File: config.mk
export PLATFORM = sky130hd
export DESIGN_NAME = word_pkt_buf
export DESIGN_NICKNAME = d
export VERILOG_FILES = /design/src/rtl/word_pkt_buf_pkg.sv /design/src/rtl/fifo_sync.sv /design/src/rtl/word_pkt_buf.sv
export SDC_FILE = /design/constraint.sdc
export NUM_CORES = 1
export LEC_CHECK = 0
export ABC_CLOCK_PERIOD_IN_PS = 4100
export BUFFER_PORTS_ARGS = -buffer_cell sky130_fd_sc_hd__buf_2
export CAP_MARGIN = 10
export CORE_ASPECT_RATIO = 1.25
export CORE_MARGIN = 2
export CORE_UTILIZATION = 50
export DETAILED_ROUTE_END_ITERATION = 12
export GPL_TIMING_DRIVEN = 0
export PLACE_DENSITY = 0.69
export REMOVE_ABC_BUFFERS = 1
export SLEW_MARGIN = 25
export SYNTH_ARGS = -nofsm -noshare
export SYNTH_HDL_FRONTEND = slang
export SYNTH_HIERARCHICAL = 1
export SYNTH_SLANG_ARGS = --single-unit
File: constraint.sdc
create_clock -name clk -period 4.1 [get_ports clk]
set_clock_uncertainty 0.05 [all_clocks]
set_input_delay 0.41 -clock clk [delete_from_list [all_inputs] [get_ports clk]]
set_output_delay 0.41 -clock clk [all_outputs]
set_load 0.05 [all_outputs]
File: src/rtl/word_pkt_buf_pkg.sv
// Shared definitions for the word packet buffer.
//   state_t   : framing FSM states (ACCEPT, DROP)
//   WORD_W    : data word width coming from the 10b-to-32b packer
//   lvl_width : width of an occupancy count for a FIFO of a given depth
package word_pkt_buf_pkg;

  typedef enum logic {
    ACCEPT = 1'b0,
    DROP   = 1'b1
  } state_t;

  localparam int WORD_W = 32;

  // Occupancy ranges 0..depth inclusive, so one bit more than the address.
  function automatic int lvl_width(input int depth);
    return $clog2(depth) + 1;
  endfunction

endpackage

File: src/rtl/fifo_sync.sv
// Synchronous first-word-fall-through FIFO.
// Ports:
//   clk, rst  : clock, synchronous active-high reset (pointers only)
//   push      : write push_dat this cycle (caller guarantees not full)
//   push_dat  : WIDTH-bit write data
//   pop       : advance the head this cycle (caller guarantees not empty)
//   head_dat  : current head entry, valid whenever empty is low
//   empty     : no entries stored
//   full      : DEPTH entries stored
//   level     : number of entries stored, 0..DEPTH
module fifo_sync
  import word_pkt_buf_pkg::*;
#(
  parameter int WIDTH = 33,
  parameter int DEPTH = 16
) (
  input  logic                          clk,
  input  logic                          rst,
  input  logic                          push,
  input  logic [WIDTH-1:0]              push_dat,
  input  logic                          pop,
  output logic [WIDTH-1:0]              head_dat,
  output logic                          empty,
  output logic                          full,
  output logic [lvl_width(DEPTH)-1:0]   level
);

  localparam int AW = $clog2(DEPTH);
  localparam int PW = AW + 1;

  logic [WIDTH-1:0] mem [DEPTH];
  logic [PW-1:0]    wr_ptr;
  logic [PW-1:0]    rd_ptr;

  always_ff @(posedge clk) begin
    if (rst) begin
      wr_ptr <= '0;
      rd_ptr <= '0;
    end else begin
      if (push) wr_ptr <= wr_ptr + 1'b1;
      if (pop)  rd_ptr <= rd_ptr + 1'b1;
    end
  end

  // Storage is not reset; entries are only ever read behind valid pointers.
  always_ff @(posedge clk) begin
    if (push) mem[wr_ptr[AW-1:0]] <= push_dat;
  end

  assign head_dat = mem[rd_ptr[AW-1:0]];
  assign empty    = (wr_ptr == rd_ptr);
  // Same slot but different lap bit means the writer is a full lap ahead.
  assign full     = (wr_ptr[AW-1:0] == rd_ptr[AW-1:0]) && (wr_ptr[AW] != rd_ptr[AW]);
  assign level    = wr_ptr - rd_ptr;

endmodule

File: src/rtl/word_pkt_buf.sv
// Packet framing buffer behind the 10b-to-32b packer.
// Absorbs an unthrottled word stream, groups every PKT_WORDS words into a
// packet (last flag on the final word) and admits or drops each packet as a
// whole, so the consumer never sees a partial packet.
// Ports:
//   clk, rst   : clock, synchronous active-high reset
//   i_vld/i_dat: incoming word stream, no backpressure
//   o_vld/o_dat/o_last/o_rdy : FWFT valid/ready output with packet framing
//   o_ovfl     : sticky, at least one packet dropped since reset
//   o_drop_cnt : saturating dropped-packet count
//   o_lvl      : FIFO occupancy
module word_pkt_buf
  import word_pkt_buf_pkg::*;
#(
  parameter int DEPTH     = 16,
  parameter int PKT_WORDS = 8,
  parameter int DCNT_W    = 16
) (
  input  logic                         clk,
  input  logic                         rst,
  input  logic                         i_vld,
  input  logic [WORD_W-1:0]            i_dat,
  output logic                         o_vld,
  output logic [WORD_W-1:0]            o_dat,
  output logic                         o_last,
  input  logic                         o_rdy,
  output logic                         o_ovfl,
  output logic [DCNT_W-1:0]            o_drop_cnt,
  output logic [lvl_width(DEPTH)-1:0]  o_lvl
);

  localparam int LVL_W  = lvl_width(DEPTH);
  localparam int BEAT_W = $clog2(PKT_WORDS);

  localparam logic [LVL_W-1:0]  DEPTH_L   = LVL_W'(DEPTH);
  localparam logic [LVL_W-1:0]  PKT_L     = LVL_W'(PKT_WORDS);
  localparam logic [BEAT_W-1:0] BEAT_LAST = BEAT_W'(PKT_WORDS - 1);

  state_t            state;
  logic [BEAT_W-1:0] beat;
  logic              room;
  logic              push;
  logic              pop;
  logic              empty;
  logic              full;
  logic [WORD_W:0]   head;

  // Admission looks only at registered occupancy; a pop in the same cycle
  // is deliberately not credited, keeping the check conservative.
  assign room = (DEPTH_L - o_lvl) >= PKT_L;

  always_comb begin
    push = 1'b0;
    if (!rst && i_vld) begin
      if (beat == '0) push = room;
      else            push = (state == ACCEPT);
    end
  end

  assign pop = o_vld & o_rdy;

  fifo_sync #(
    .WIDTH (WORD_W + 1),
    .DEPTH (DEPTH)
  ) u_fifo (
    .clk      (clk),
    .rst      (rst),
    .push     (push),
    .push_dat ({beat == BEAT_LAST, i_dat}),
    .pop      (pop),
    .head_dat (head),
    .empty    (empty),
    .full     (full),
    .level    (o_lvl)
  );

  assign o_vld  = ~empty;
  assign o_dat  = head[WORD_W-1:0];
  assign o_last = head[WORD_W];

  // Framing FSM: beat counts every input word regardless of state; the
  // accept/drop decision is taken only on the first word of a packet.
  always_ff @(posedge clk) begin
    if (rst) begin
      state      <= ACCEPT;
      beat       <= '0;
      o_ovfl     <= 1'b0;
      o_drop_cnt <= '0;
    end else if (i_vld) begin
      beat <= (beat == BEAT_LAST) ? '0 : beat + 1'b1;
      if (beat == '0) begin
        if (room) begin
          state <= ACCEPT;
        end else begin
          state  <= DROP;
          o_ovfl <= 1'b1;
          if (o_drop_cnt != '1) o_drop_cnt <= o_drop_cnt + 1'b1;
        end
      end
    end
  end

  // Whole-packet reservation means an admitted word always finds space.
  a_no_push_when_full : assert property (@(posedge clk) disable iff (rst) !(push && full));

endmodule
==> results_dict.tcl <==
set metrics [dict create \
    drv_slew 0 \
    post-route-util 0.5863 \
    drc_errors 0 \
    overflow 0 \
    seqCellArea_mm2 0.01656 \
    final_cells 1774 \
    dr.first_iter.drc_count 773 \
    synth_cells 1026 \
    place_ws_ps -416.2 \
    fp.dieH_um 237.5 \
    wire_per_inst_um 26.02 \
    leakagePower_nw 8.143 \
    crit_path_start_kind "flop" \
    die_area_mm2 0.04533 \
    cts_tree "built" \
    slew_headroom 0.5506 \
    status "completed" \
    layout-drive-gt1-share 0.2986 \
    hp-class "primary input to flop" \
    crit_type "flop to flop" \
    cts.reportedPaths.clkPinSlew_ps 60 \
    ys_warn_count 6 \
    drtPass1Iterations 4 \
    grt_usage 0.2018 \
    dp_hpwl_mm 23.02 \
    viasPerCell 5.972 \
    cts_made_buffers 51 \
    syn_avg_cell_area_um2 21.26 \
    vias 10590 \
    tightest_slew_ps 674.1 \
    synth.cell_area_mm2 0.02182 \
    multiInputGateArea_mm2 0.005054 \
    gp_congestion 0.7233 \
    fin_setup_tns_ps 0 \
    initial_utilization 0.5065 \
    ir_worst_vdd_uv 357.6 \
    clock_sinks 563 \
    finalPower_mw 13.36 \
    critPathArrivalTime_ps 4150 \
    dpl_cell_area_mm2 0.02319 \
    io_pins 92 \
    final-setup-viol-count 0 \
    fin_crit_ps 3923 \
    hold_slack_ps 108.4 \
    n_fill_cell 3033 \
    ant_nets 0 \
    dp.cells 1653 \
    ctsHoldBuffers 0 \
    htreeDepth 2 \
    wl_mm 46.15 \
    grt_pass1_wl_mm 66.70 \
    cp-end-kind "flop" \
    rows 85 \
    fp.dieW_um 190.8 \
    grt_pass1_vias 10870 \
    hold_viol 0 \
    cts_root_buffer "clkbuf_16" \
    area_delta_synth_final_pct 15.75 \
    coreArea_mm2 0.04307 \
    grt_max_degree 44 \
    power.density_mw_per_mm2 529.1 \
    maxCapViolCount 0 \
    clock_latency_ps 570 \
    critPathRequiredTime_ps 4330 \
    diodes 0 \
    io_buffers 91 \
    cts_max_path_buffers 3 \
    stdcell_area_mm2 0.02525 \
    fin_crit_sh 0.9569 \
    finalWorstSetupSlack_ps 176.8 \
    fin_nets 1223 \
    antenna_found_initial 2 \
    clock.fmax_ghz 0.2549 \
    worstPathMaxFanout 11 \
]
-- cells in the final DEF, fill, tap and decap left out, types with 4 or more instances in the layout --
master,instances
a21oi_1,8
a22oi_1,66
and2_4,26
buf_12,23
buf_16,12
buf_2,91
buf_4,5
clkbuf_1,8
clkbuf_16,51
clkinv_1,13
clkinv_2,8
dfxtp_1,33
edfxtp_1,528
ha_1,13
inv_1,14
mux2i_1,6
mux4_1,19
mux4_2,113
nand2_1,40
nand2b_1,4
nand3_1,5
nand4_1,9
nor2_1,32
nor2b_1,4
xnor2_1,14
xor2_1,5
-- per-layer routing --
layer / vias to the layer above / global-route usage / wire [um]
li1: 4567 / - / -
met1: 5518 / 0.2691 / 18020
met2: 410 / 0.3378 / 23410
met3: 95 / 0.03706 / 3386
met4: 4 / 0.06554 / 1302
met5: - / 0 / 28
-- path summary, 6_finish.rpt --
path / startpoint / to / slack (ps) / cells past startpoint
min reg2reg: o_ovfl / o_ovfl / 440 / 2
min: i_vld / beat[2] / 110 / 3
max: u_fifo/wr_ptr[0] / u_fifo/mem[0][11] / 180 / 15
max reg2reg: u_fifo/wr_ptr[0] / u_fifo/mem[0][11] / 180 / 15
-- critical path, cell delays in order, from the launching register on --
cell and delay, ps:
dfxtp_1 360, inv_1 130, ha_1 160, inv_1 60, fa_1 390, a21o_1 180, a21oi_1 170, xnor2_1 180
nand2b_1 160, mux2_2 260, nor2_1 100, a2111oi_4 310, buf_4 210, nor3b_4 460, and2_4 290, buf_12 170
-- layout make-up --
class | count | share of cell area
Inverter | 15 | 0.002230
Sequential cell | 563 | 0.6559
Timing Repair Buffer | 134 | 0.05262
Multi-Input combinational cell | 408 | 0.2001
Clock inverter | 30 | 0.009365
Clock buffer | 59 | 0.05173
Tap cell | 565 | 0.02800
-- what timing repair did --
action                     4_1_cts  5_1_grt
resized for setup                9        7
pin swaps                        5        9
cloned                           5        4
buffers inserted                 8       15
setup endpoints to repair      394      274
-- report_power, final --
part	internal [mW]	switching (mW)	leakage, nW
clock	2.47	2.00	0.753
sequential	6.38	0.0872	5.06
combinational	1.05	1.39	2.33
-- sequential cells by signal, indices dropped and copies added (netlist names), named ones only --
signal	count
o_drop_cnt	16
u_fifo/rd_ptr	5
u_fifo/wr_ptr	5
o_ovfl	1
state	1
beat	3
u_fifo/mem	528
No activity file was read; power rests on OpenSTA's default activity.
